$ cat src/rtl/mmcm_seq_pkg.sv
// mmcm_seq_pkg: state encoding, default parameters and sizing helper for mmcm_reset_sequencer
package mmcm_seq_pkg;
    localparam logic [2:0] ST_ASSERT    = 3'd0;
    localparam logic [2:0] ST_WAIT_LOCK = 3'd1;
    localparam logic [2:0] ST_STABLE    = 3'd2;
    localparam logic [2:0] ST_RUN       = 3'd3;
    localparam logic [2:0] ST_FAULT     = 3'd4;

    typedef enum logic [2:0] {
        ASSERT    = ST_ASSERT,
        WAIT_LOCK = ST_WAIT_LOCK,
        STABLE    = ST_STABLE,
        RUN       = ST_RUN,
        FAULT     = ST_FAULT
    } state_t;

    localparam int DEF_RST_PULSE_CYCLES    = 16;
    localparam int DEF_LOCK_TIMEOUT_CYCLES = 65536;
    localparam int DEF_LOCK_STABLE_CYCLES  = 1024;
    localparam int DEF_MAX_RETRIES         = 7;
    localparam int DEF_SYNC_STAGES         = 3;

    function automatic int max3(input int a, input int b, input int c);
        int m;
        m = (a > b) ? a : b;
        return (m > c) ? m : c;
    endfunction
endpackage

$ cat src/rtl/sync_signal.sv
// sync_signal: N-stage single-bit synchronizer, cleared by synchronous reset
module sync_signal #(
    parameter int STAGES = 3
) (
    input  logic clk,
    input  logic rst,
    input  logic d,
    output logic q
);
    logic [STAGES-1:0] ff;

    always_ff @(posedge clk)
        ff <= rst ? '0 : {ff[STAGES-2:0], d};

    assign q = ff[STAGES-1];
endmodule

$ cat src/rtl/mmcm_reset_sequencer.sv
// mmcm_reset_sequencer: pulses MMCM reset, qualifies LOCKED, releases downstream reset.
// Define MMCM_SEQ_RETRY_EN to retry failed lock attempts; otherwise failures go straight to FAULT.
module mmcm_reset_sequencer
    import mmcm_seq_pkg::*;
#(
    parameter int RST_PULSE_CYCLES    = DEF_RST_PULSE_CYCLES,
    parameter int LOCK_TIMEOUT_CYCLES = DEF_LOCK_TIMEOUT_CYCLES,
    parameter int LOCK_STABLE_CYCLES  = DEF_LOCK_STABLE_CYCLES,
    parameter int MAX_RETRIES         = DEF_MAX_RETRIES,
    parameter int SYNC_STAGES         = DEF_SYNC_STAGES
) (
    input  logic                               clk,
    input  logic                               rst,
    input  logic                               locked_in,
    output logic                               mmcm_rst,
    output logic                               rst_out,
    output logic                               ready,
    output logic                               fault,
    output logic                               lock_lost,
    output logic [$clog2(MAX_RETRIES+1)-1:0]   retry_count,
    output logic [2:0]                         state_dbg
);
    localparam int RW = $clog2(MAX_RETRIES + 1);
    localparam int CW = $clog2(max3(RST_PULSE_CYCLES, LOCK_TIMEOUT_CYCLES, LOCK_STABLE_CYCLES)) + 1;

    state_t          state, nxt;
    logic [CW-1:0]   cnt;
    logic [RW-1:0]   retry_nxt;
    logic            lost_nxt, fail, locked_sync;

    sync_signal #(.STAGES(SYNC_STAGES)) u_sync (
        .clk (clk),
        .rst (rst),
        .d   (locked_in),
        .q   (locked_sync)
    );

    always_comb begin
        nxt       = state;
        retry_nxt = retry_count;
        lost_nxt  = lock_lost;
        fail      = 1'b0;
        case (state)
            ASSERT:    nxt = (cnt == CW'(RST_PULSE_CYCLES - 1)) ? WAIT_LOCK : ASSERT;
            WAIT_LOCK: begin
                nxt  = locked_sync ? STABLE : WAIT_LOCK;
                fail = !locked_sync && cnt == CW'(LOCK_TIMEOUT_CYCLES - 1);
            end
            // a drop on the completing cycle must win over promotion to RUN
            STABLE: begin
                fail = !locked_sync;
                nxt  = (locked_sync && cnt == CW'(LOCK_STABLE_CYCLES - 1)) ? RUN : STABLE;
            end
            RUN: if (!locked_sync) begin
                nxt       = ASSERT;
                lost_nxt  = 1'b1;
                retry_nxt = '0;
            end
            default: ;
        endcase
        if (fail) begin
`ifdef MMCM_SEQ_RETRY_EN
            nxt       = (retry_count < RW'(MAX_RETRIES)) ? ASSERT : FAULT;
            retry_nxt = (retry_count < RW'(MAX_RETRIES)) ? retry_count + 1'b1 : retry_count;
`else
            nxt = FAULT;
`endif
        end
    end

    always_ff @(posedge clk) begin
        if (rst) begin
            state       <= ASSERT;
            cnt         <= '0;
            retry_count <= '0;
            lock_lost   <= 1'b0;
            mmcm_rst    <= 1'b1;
            rst_out     <= 1'b1;
            ready       <= 1'b0;
            fault       <= 1'b0;
        end else begin
            state       <= nxt;
            cnt         <= (nxt != state) ? '0 : cnt + CW'(cnt != '1);
            retry_count <= retry_nxt;
            lock_lost   <= lost_nxt;
            mmcm_rst    <= nxt == ASSERT;
            rst_out     <= nxt != RUN;
            ready       <= nxt == RUN;
            fault       <= nxt == FAULT;
        end
    end

    assign state_dbg = state;
endmodule

$ cat config.mk
export PLATFORM = sky130hd
export DESIGN_NAME = mmcm_reset_sequencer
export DESIGN_NICKNAME = d
export VERILOG_FILES = /design/src/rtl/mmcm_seq_pkg.sv /design/src/rtl/sync_signal.sv /design/src/rtl/mmcm_reset_sequencer.sv
export SDC_FILE = /design/constraint.sdc
export NUM_CORES = 1
export LEC_CHECK = 0
export CAP_MARGIN = 20
export CORE_ASPECT_RATIO = 2
export CORE_MARGIN = 2
export CORE_UTILIZATION = 49
export CTS_CLUSTER_DIAMETER = 80
export CTS_CLUSTER_SIZE = 28
export DETAILED_ROUTE_END_ITERATION = 7
export PLACE_DENSITY = 0.73
export RECOVER_POWER = 50
export SLEW_MARGIN = 0
export SYNTH_ARGS = -nofsm -noshare
export SYNTH_HDL_FRONTEND = slang
export SYNTH_SLANG_ARGS = --single-unit
$ cat constraint.sdc
create_clock -name clk -period 2.7 [get_ports clk]
set_input_delay 0.405 -clock clk [delete_from_list [all_inputs] [get_ports clk]]
set_output_delay 0.405 -clock clk [all_outputs]
set_load 0.01 [all_outputs]
# [Word-level counts from Yosys, hierarchy flattened]
# Cells that the tools add are included.
[totals] out_inout_bits=11 ff_bits=28 inputBits=3 word_cells=35
[classes] n_reduce_logical=7 bitwise=1 eq_ne=11 mux=7 addsub=1
[ops] op="17-bit by 1-bit adder with 17-bit output" n=1
[ops] op="17-bit by 10-bit == test with 1-bit output, second input constant" n=1
[ops] op="17-bit by 16-bit == test with 1-bit output, second input constant" n=1
[ops] op="17-bit by 4-bit == test with 1-bit output, second input constant" n=1
[ops] op="17-bit != test, second input constant" n=1
[ops] op="3-bit case mux with 4 select lines" n=1
[ops] op="3-bit by 2-bit == test with 1-bit output, second input constant" n=3
[ops] op="3-bit logical NOT" n=2
[ops] op="3-bit two-way mux" n=2
[ops] op="3-bit by 1-bit == test with 1-bit output, second input constant" n=1
[ops] op="3-bit == test, second input constant" n=1
[ops] op="3-bit by 2-bit != test with 1-bit output, second input constant" n=1
[ops] op="3-bit != test" n=1
[ops] op="1-bit logical AND" n=2
[ops] op="1-bit two-way mux" n=2
[ops] op="2-bit two-way mux" n=1
[ops] op="1-bit case mux with 2 select lines" n=1
[ops] op="2-bit AND reduction" n=1
[ops] op="2-bit OR reduction" n=1
[ops] op="1-bit logical NOT" n=1
[ops] op="1-bit inverter" n=1

# [Logic depth before layout (Yosys ltp)]
# Gate-level depths: netlist of the first run.
[logic_depth] depth_word=7 ltp_mapped=11 depth_no_buf=9

# [Cells and area by module]
# From an unflattened synthesis of the first run, not the netlist that was laid out.
[unflattened] hier_cells=155 hier_area_um2=1401.3
[modules_own_cells] mod="mmcm_reset_sequencer" area_each_um2=1322.5 cells_per_inst=149 n_inst=1 seq_area_each_um2=500.5
[modules_own_cells] mod="sync_signal" area_each_um2=78.8 cells_per_inst=6 n_inst=1 seq_area_each_um2=60.1

# [Worst setup path after synthesis of the first run]
# Ideal clock, no wire load.
[synth_timing] path_kind="register to register" from="register cnt[8]" to="register cnt[14]" path_stages_with_launch=11 t_arrival_ns=2.527 setup_time_ns=0.070 setup_slack_ns=0.104 synth_period_minus_slack_ns=2.596 t_required_ns=2.630 path_buffers=1 cell_sequence="dfxtp_1 nand4_2 or4_1 buf_2 or3_1 ha_1 ha_1 nand3_1 nor4_1 a21o_1 a21oi_1"
[synth_between] elab_chain_len=7 word_cells_on_any_way=14 cone_classes="add/sub: 1; eq/ne: 5; mux: 5; reduce/logical: 3"
[synth_lines] item="start: declaration" line="mmcm_reset_sequencer.sv:27" text="logic [CW-1:0] cnt;"
[synth_lines] item="start signal: assignment" line="mmcm_reset_sequencer.sv:83" text="cnt <= (nxt != state) ? '0 : cnt + CW'(cnt != '1);"
[synth_lines] item="17-bit by 10-bit == test with 1-bit output" line="mmcm_reset_sequencer.sv:52" text="nxt = (locked_sync && cnt == CW'(LOCK_STABLE_CYCLES - 1)) ? RUN : STABLE;"
[synth_lines] item="1-bit logical AND" line="mmcm_reset_sequencer.sv:52"
[synth_lines] item="1-bit two-way mux" line="mmcm_reset_sequencer.sv:52"
[synth_lines] item="3-bit case mux with 4 select lines" line="mmcm_reset_sequencer.sv:43" text="case (state)"
[synth_lines] item="3-bit two-way mux" line="mmcm_reset_sequencer.sv:61" text="if (fail) begin"
[synth_lines] item="3-bit != test" line="mmcm_reset_sequencer.sv:83"
[synth_lines] item="2-bit OR reduction (no line)"
# Parallel ways exist; a longest one is shown, timed or not.
# A chain may end at the register's enable or synchronous reset.

# [Worst setup path in the final report of the first run]
[layout_timing] from="register cnt[11]" to="register cnt[10]"
# Same word-level chain as after synthesis.

==> results of run 1 <==
## layer usage
layer / share of wire, % / wire (µm)
met5: 0 / 0
met4: 3.8 / 108
met3: 2.7 / 77
met2: 54 / 1530
met1: 39 / 1110
## power by group
| group | leakage [nW] | total, mW | internal (mW) | switching [mW] |
|---|---|---|---|---|
| clock network | 0.0216 | 0.225 | 0.100 | 0.125 |
| registers | 0.229 | 0.424 | 0.418 | 0.00608 |
| logic | 0.268 | 0.0240 | 0.00974 | 0.0142 |
| total | 0.519 | 0.674 | 0.528 | 0.145 |
## flip-flops by register name, indices dropped and copies added, names as in the netlist
name and cells:
u_sync.ff 3, mmcm_rst 1, ready 1, cnt 17, fault 1, state_dbg 3, lock_lost 1, rst_out 1
## cell families after synthesis
group | Yosys count
adder cells (fa/ha/maj) | 2
other | 1
XOR/XNOR | 14
flip-flops | 28
AO/OA/AOI/OAI | 17
AND/OR/NAND/NOR | 64
multiplexers | 1
buffers and inverters | 20
## path summary, 6_finish.rpt
kind	from	end	slack, ns
setup / recovery	cnt[11]	cnt[10]	0.16
hold / removal	u_sync.ff[1]	u_sync.ff[2]	0.45
setup reg to reg	cnt[11]	cnt[10]	0.16
hold reg to reg	u_sync.ff[1]	u_sync.ff[2]	0.45
## area by class of cell
cell class	instances	area [µm²]	share of cell area (%)
well taps	28	35.0	2.30
multi-input cells	101	709	46.6
flip-flops and latches	28	567	37.2
clock buffers	3	41.3	2.71
inverters	9	33.8	2.22
repair buffers	16	138	9.03
## stage by stage
stage	hold slack (ns)	util, %	total power [mW]	setup slack, ns
2_1_floorplan	0.414	-	0.454	0.104
3_3_place_gp	0.425	57.1	0.456	0.154
3_5_place_dp	0.435	57.1	0.457	0.0338
4_1_cts	0.458	58.7	0.681	0.0140
5_1_grt	0.471	59.3	0.702	0.00564
6_report	0.451	59.3	0.674	0.163
## repair_timing
action	in CTS	in global routing
endpoints found under the hold margin	0	0
resized for setup	0	8
setup buffers	0	0
setup endpoints to repair	0	7
## placed cells by master, fill, tap and decap left out, types with 2 or more instances in the layout
| cell type | netlist | routed |
|---|---|---|
| nor2_1 | 9 | 9 |
| ha_1 | 2 | 2 |
| a21oi_1 | 3 | 3 |
| nand4_1 | 4 | 4 |
| clkbuf_1 | 4 | 2 |
| nor2b_1 | 5 | 5 |
| clkbuf_8 | 0 | 3 |
| inv_1 | 9 | 9 |
| nand4b_1 | 2 | 2 |
| or3_1 | 4 | 4 |
| a211oi_1 | 2 | 2 |
| dfxtp_2 | 0 | 5 |
| nor4_1 | 5 | 5 |
| dfxtp_1 | 28 | 23 |
| conb_1 | 1 | 3 |
| nor3b_1 | 3 | 3 |
| xor2_1 | 5 | 5 |
| nor3_1 | 18 | 17 |
| a21o_1 | 2 | 2 |
| nand2_1 | 3 | 3 |
| nand3_1 | 5 | 4 |
| xnor2_1 | 9 | 9 |
| buf_4 | 4 | 4 |
| dlygate4sd3_1 | 0 | 9 |
## Yosys cell counts, types with 2 or more instances
| cell type | count | area [µm²] |
|---|---|---|
| xor2_1 | 5 | 43.8 |
| xnor2_1 | 9 | 78.8 |
| a21oi_1 | 3 | 15.0 |
| nand2_1 | 3 | 11.3 |
| a211oi_1 | 2 | 15.0 |
| nor3b_1 | 3 | 22.5 |
| nand4_1 | 4 | 25.0 |
| buf_4 | 4 | 30.0 |
| a21o_1 | 2 | 15.0 |
| nand4b_1 | 2 | 17.5 |
| nor2_1 | 9 | 33.8 |
| nor4_1 | 5 | 31.3 |
| buf_2 | 3 | 15.0 |
| dfxtp_1 | 28 | 561 |
| or3_1 | 4 | 25.0 |
| inv_1 | 9 | 33.8 |
| clkbuf_1 | 4 | 15.0 |
| nor2b_1 | 5 | 31.3 |
| ha_1 | 2 | 25.0 |
| nor3_1 | 18 | 90.1 |
| nand3_1 | 5 | 25.0 |
==> results.cfg, run 1 <==
[worst_hold_path]
min_path_type = register to register
hold_depth = 1

[synthesis]
mappedNetlistArea_um2 = 1340
synth_compound_gate_area_share_pct = 10.5
synthMuxAreaShare_pct = 0.748
synth_cell_types = 39
async_reset_ff_share_pct = 0
synth_xor_area_share_pct = 9.16
synth_top_family_by_area = simple AND/OR/NAND/NOR gates
ys.flop_type = dfxtp_1
synth_edf_count = 0
synthSimpleGateAreaFrac_pct = 28.6
ys_seq_elements = 28
postSynthCellCount = 147
syn_avg_cell_area_um2 = 9.11
seq_area_frac_synth_pct = 41.9
synth_fa_ha_area_share_pct = 1.87
yosysWarnings = 0

[worst_setup_path]
path_depth = 9
cp-start-kind = register
critPathKind = register to register
crit_buf_inv = 0
cpMostUsedCell = ha_1
max_stage_delay_ns = 0.54
arrival_ns = 2.69
crit_family = simple AND/OR/NAND/NOR gates
path_max_fanout = 8
crit_path_end_kind = register
reg2reg_depth = 9
required_ns = 2.85
crit_chain = nand4_2 -> or4_1 -> or3_1 -> ha_1 -> ha_1 -> nand3_4 -> nor3_1 -> xnor2_1 -> nor3_2
cpMaxStageDelayCell = or4_1

[power_and_ir_drop]
p_leak_nw = 0.519
ir_drop_mv = 0.273
power_density_nw_per_um2 = 442

[routing]
wl_per_cell_um = 15.2
vias = 1082
drtAntennaViolNets = 0
drc = 0
wirelength_um = 2820
detail_route.vias_per_cell = 5.85
dr.pass1.iters = 4
first_iter_violations = 33

[finish]
antenna_cells = 0
drive_gt1_share_pct = 14.0
fin_cells = 185
nets = 164
final_cell_area_um2 = 1520
areaGrowthSynthToFinish_pct = 13.8
fill_cells = 234

[floorplanning]
dieArea_um2 = 3190
pin_count = 14
coreArea_um2 = 2570
num_rows = 26
start_util_pct = 52.1
die_w_um = 41.0
fp.dieH_um = 77.9

[global_route]
grt_antenna_before_repair = 0
global_route.usage.met1_pct = 21.5
gr-usage-all-layers_pct = 20.5
gr-max-usage-layer = met2
met2_usage_pct = 33.0
grt_first_pass_wirelength_um = 4620
gr-usage-met3_pct = 4.57
grt_overflow = 0
grt_max_degree = 18
first_global_vias = 1081

[placed_design]
gp_congestion = 0.860
io_buffers = 10
hpwl_um = 2090
place_area_um2 = 1470
dp.cells = 182

[clock_tree]
clockRootBuffer = clkbuf_8
cts_tree = done
cts.clk_slew.worst_paths_ns = 0.09
insertion_delay_ns = 0.28
clock-sinks = 28
ctsHoldBuffers = 0
numCtsBuffers = 3
clk_path_buf_depth = 2
htreeDepth = 1

[timing]
post-route-period-util_pct = 94.0
skew_ns = 0.00530
rsz0062_at_grt = no
fmax_mhz = 394
hold_violations = 0
fin_crit_ns = 2.54
final.setup.tns_ns = 0
timing.final.max_slew_violations = 0
final-setup-viol-count = 0

[status]
status = finished clean

[job]
maxCapViolCount = 0
(Power assumes the default switching activity.)
==> inputs of run 2 (changes only) <==
--- a/config.mk
+++ b/config.mk
@@ -5,14 +5,15 @@
 export SDC_FILE = /design/constraint.sdc
 export NUM_CORES = 1
 export LEC_CHECK = 0
+export ABC_AREA = 1
 export CAP_MARGIN = 20
 export CORE_ASPECT_RATIO = 2
 export CORE_MARGIN = 2
-export CORE_UTILIZATION = 49
+export CORE_UTILIZATION = 50
 export CTS_CLUSTER_DIAMETER = 80
 export CTS_CLUSTER_SIZE = 28
 export DETAILED_ROUTE_END_ITERATION = 7
-export PLACE_DENSITY = 0.73
+export PLACE_DENSITY = 0.74
 export RECOVER_POWER = 50
 export SLEW_MARGIN = 0
 export SYNTH_ARGS = -nofsm -noshare
==> run 2 against run 1 <==
Against the previous run:
- sequential power hardly changed
- area after synthesis is 6.2% higher
- maximum frequency up 12%
- sequential cell count unchanged
- core utilization fell by 2.4 points
- largest cell class unchanged
==> results.cfg, run 2 <==
[status]
status = finished clean

[worst_hold_path]
hold_depth = 2
min_path_type = register to register
min_to = u_sync.ff[2]
hp-start = u_sync.ff[1]

[routing]
wl_per_cell_um = 12.3
drtAntennaViolNets = 0
drc = 0
detail_route.vias_per_cell = 5.06
vias = 1183
dr.pass1.iters = 4
first_iter_violations = 23
wirelength_um = 2870

[synthesis]
yosysMostFrequentCell = nand2_1
seq_area_frac_synth_pct = 39.4
synth_top_area_share_pct = 39.4
syn_avg_cell_area_um2 = 7.33
ys_top_cells_by_area = dfxtp_1 (39%), nand2_1 (11%), nor2_1 (9.8%), inv_1 (6.1%), xor2_1 (4.9%)
postSynthCellCount = 194
synth_top_cell_by_area = dfxtp_1
synthTopCellsByCount = nand2_1 (41), nor2_1 (37), dfxtp_1 (28)
synth_cell_types = 27
async_reset_ff_share_pct = 0
synth_edf_count = 0
ys.flop_type = dfxtp_1
ys_seq_elements = 28
mappedNetlistArea_um2 = 1420
yosysWarnings = 0

[floorplanning]
pin_count = 14
start_util_pct = 51.9
dieArea_um2 = 3310
coreArea_um2 = 2740
die_w_um = 41.7
fp.dieH_um = 79.4
num_rows = 27

[global_route]
first_global_vias = 1288
grt_overflow = 0
grt_antenna_before_repair = 0
grt_max_degree = 18
gr-usage-all-layers_pct = 20.0
grt_first_pass_wirelength_um = 5130

[timing]
rsz0062_at_grt = no
final-setup-viol-count = 0
worst_slack_ns = 0.438
fin_crit_ns = 2.26
whs_ns = 0.411
post-route-period-util_pct = 83.8
worst_slew_pin_slew_ns = 0.530
timing.final.max_slew_violations = 0
relSlewSlack_pct = 64.7
hold_violations = 0
fmax_mhz = 442
final.setup.tns_ns = 0
skew_ns = 0.00337

[worst_setup_path]
r2r_setup_slack_ns = 0.44
required_ns = 2.87
crit_path_end_kind = register
cp-start-kind = register
arrival_ns = 2.43
r2r-end = cnt[16]
reg2reg_depth = 12
path_max_fanout = 5
critPathKind = register to register
regToRegStartpoint = cnt[4]

[placed_design]
gp_congestion = 0.781
hpwl_um = 2260
io_buffers = 10
dp.cells = 230
pre_cts_ws_ns = 0.518

[power_and_ir_drop]
swShare_pct = 20.9
pwr-share-clk_pct = 36.2
p_leak_nw = 0.631
power.switching_uw = 148
intPower_uw = 560
pwr-share-seq_pct = 59.7
power_density_nw_per_um2 = 454
pwr-share-comb_pct = 4.0
ir_drop_mv = 0.352

[finish]
final_common_cell = nand2_1
nets = 211
final_cell_mix = nand2_1 (42), nor2_1 (38), dfxtp_1 (28)
largest_register = cnt
largest_reg_flops = 17
drive_gt1_share_pct = 12.2
areaGrowthSynthToFinish_pct = 9.59
antenna_cells = 0
fin_cells = 234

[job]
maxCapViolCount = 0

[clock_tree]
insertion_delay_ns = 0.27
clock-sinks = 28
htreeDepth = 1
ctsHoldBuffers = 0
clockRootBuffer = clkbuf_8
cts_setup_buffers = 0
cts.clk_slew.worst_paths_ns = 0.09
clk_path_buf_depth = 2
cts_tree = done
post_cts_resize_count = 0
numCtsBuffers = 3
-- run 2: cell type report --
class	instances	area [µm²]
Tap cell	29	36.3
Fill cell	272	1180
Inverter	25	93.8
Multi-Input combinational cell	138	712
Clock buffer	4	55.1
Sequential cell	28	561
Timing Repair Buffer	10	100
-- run 2: cells by family (layout without fill, tap and decap cells) --
logic type,count (synthesis),after routing,synth area share (%)
and+or+nand+nor,115,115,38.0
buffers and inverters,30,39,9.86
DFF,28,28,39.4
xor gates and xnor gates,13,13,8.01
AOI/OAI and AO/OA,5,5,2.64
adders and majority gates,2,2,1.76
other,1,3,0.264
-- run 2: how the worst max path moves through the flow --
| stage | from | end | slack, ns | depth (start not counted) |
|---|---|---|---|---|
| final | cnt[4] | cnt[16] | 0.44 | 12 |
| after global routing | cnt[4] | cnt[14] | 0.22 | 13 |
| after CTS | cnt[4] | cnt[16] | 0.47 | 12 |
| after detailed placement | cnt[4] | cnt[16] | 0.52 | 12 |
| after global placement | cnt[4] | cnt[16] | 0.60 | 12 |
| after floorplan | cnt[4] | cnt[14] | 0.75 | 13 |
-- run 2: routing by layer --
metal | up-vias | GRT usage, % | routed length [µm]
met5 | - | 0 | 0
met4 | 0 | 12.9 | 111
met3 | 15 | 2.26 | 82
met2 | 28 | 39.4 | 1690
met1 | 536 | 18.3 | 994
li1 | 604 | - | -
-- run 2: through the flow --
step                      area (µm²)  utilization, %  power, mW
after floorplan                 1430               -      0.461
after global placement          1520            55.5      0.461
after detailed placement        1520            55.5      0.462
after CTS                       1570            57.5      0.715
after global routing            1560            56.9      0.732
final                           1560            56.9      0.708
-- run 2: worst max-delay path, cell delays in order (launching register included) --
cell and delay, ns:
dfxtp_1 0.42, nand2_1 0.14, nor2_1 0.20, nand2_1 0.13, nor2_4 0.13, nand2_1 0.06
ha_1 0.20, ha_1 0.21, nand3_1 0.18, nor2_1 0.12, nand2_1 0.10, xor2_1 0.21
nor2_2 0.06
-- run 2: power groups by stage --
stage               Sequential [mW]  Combinational (mW)  Clock, mW
floorplan                     0.431              0.0294          0
global placement              0.432              0.0289          0
detailed placement            0.432              0.0290          0
CTS                           0.423              0.0293      0.263
global route                  0.424              0.0326      0.276
finish                        0.423              0.0285      0.257
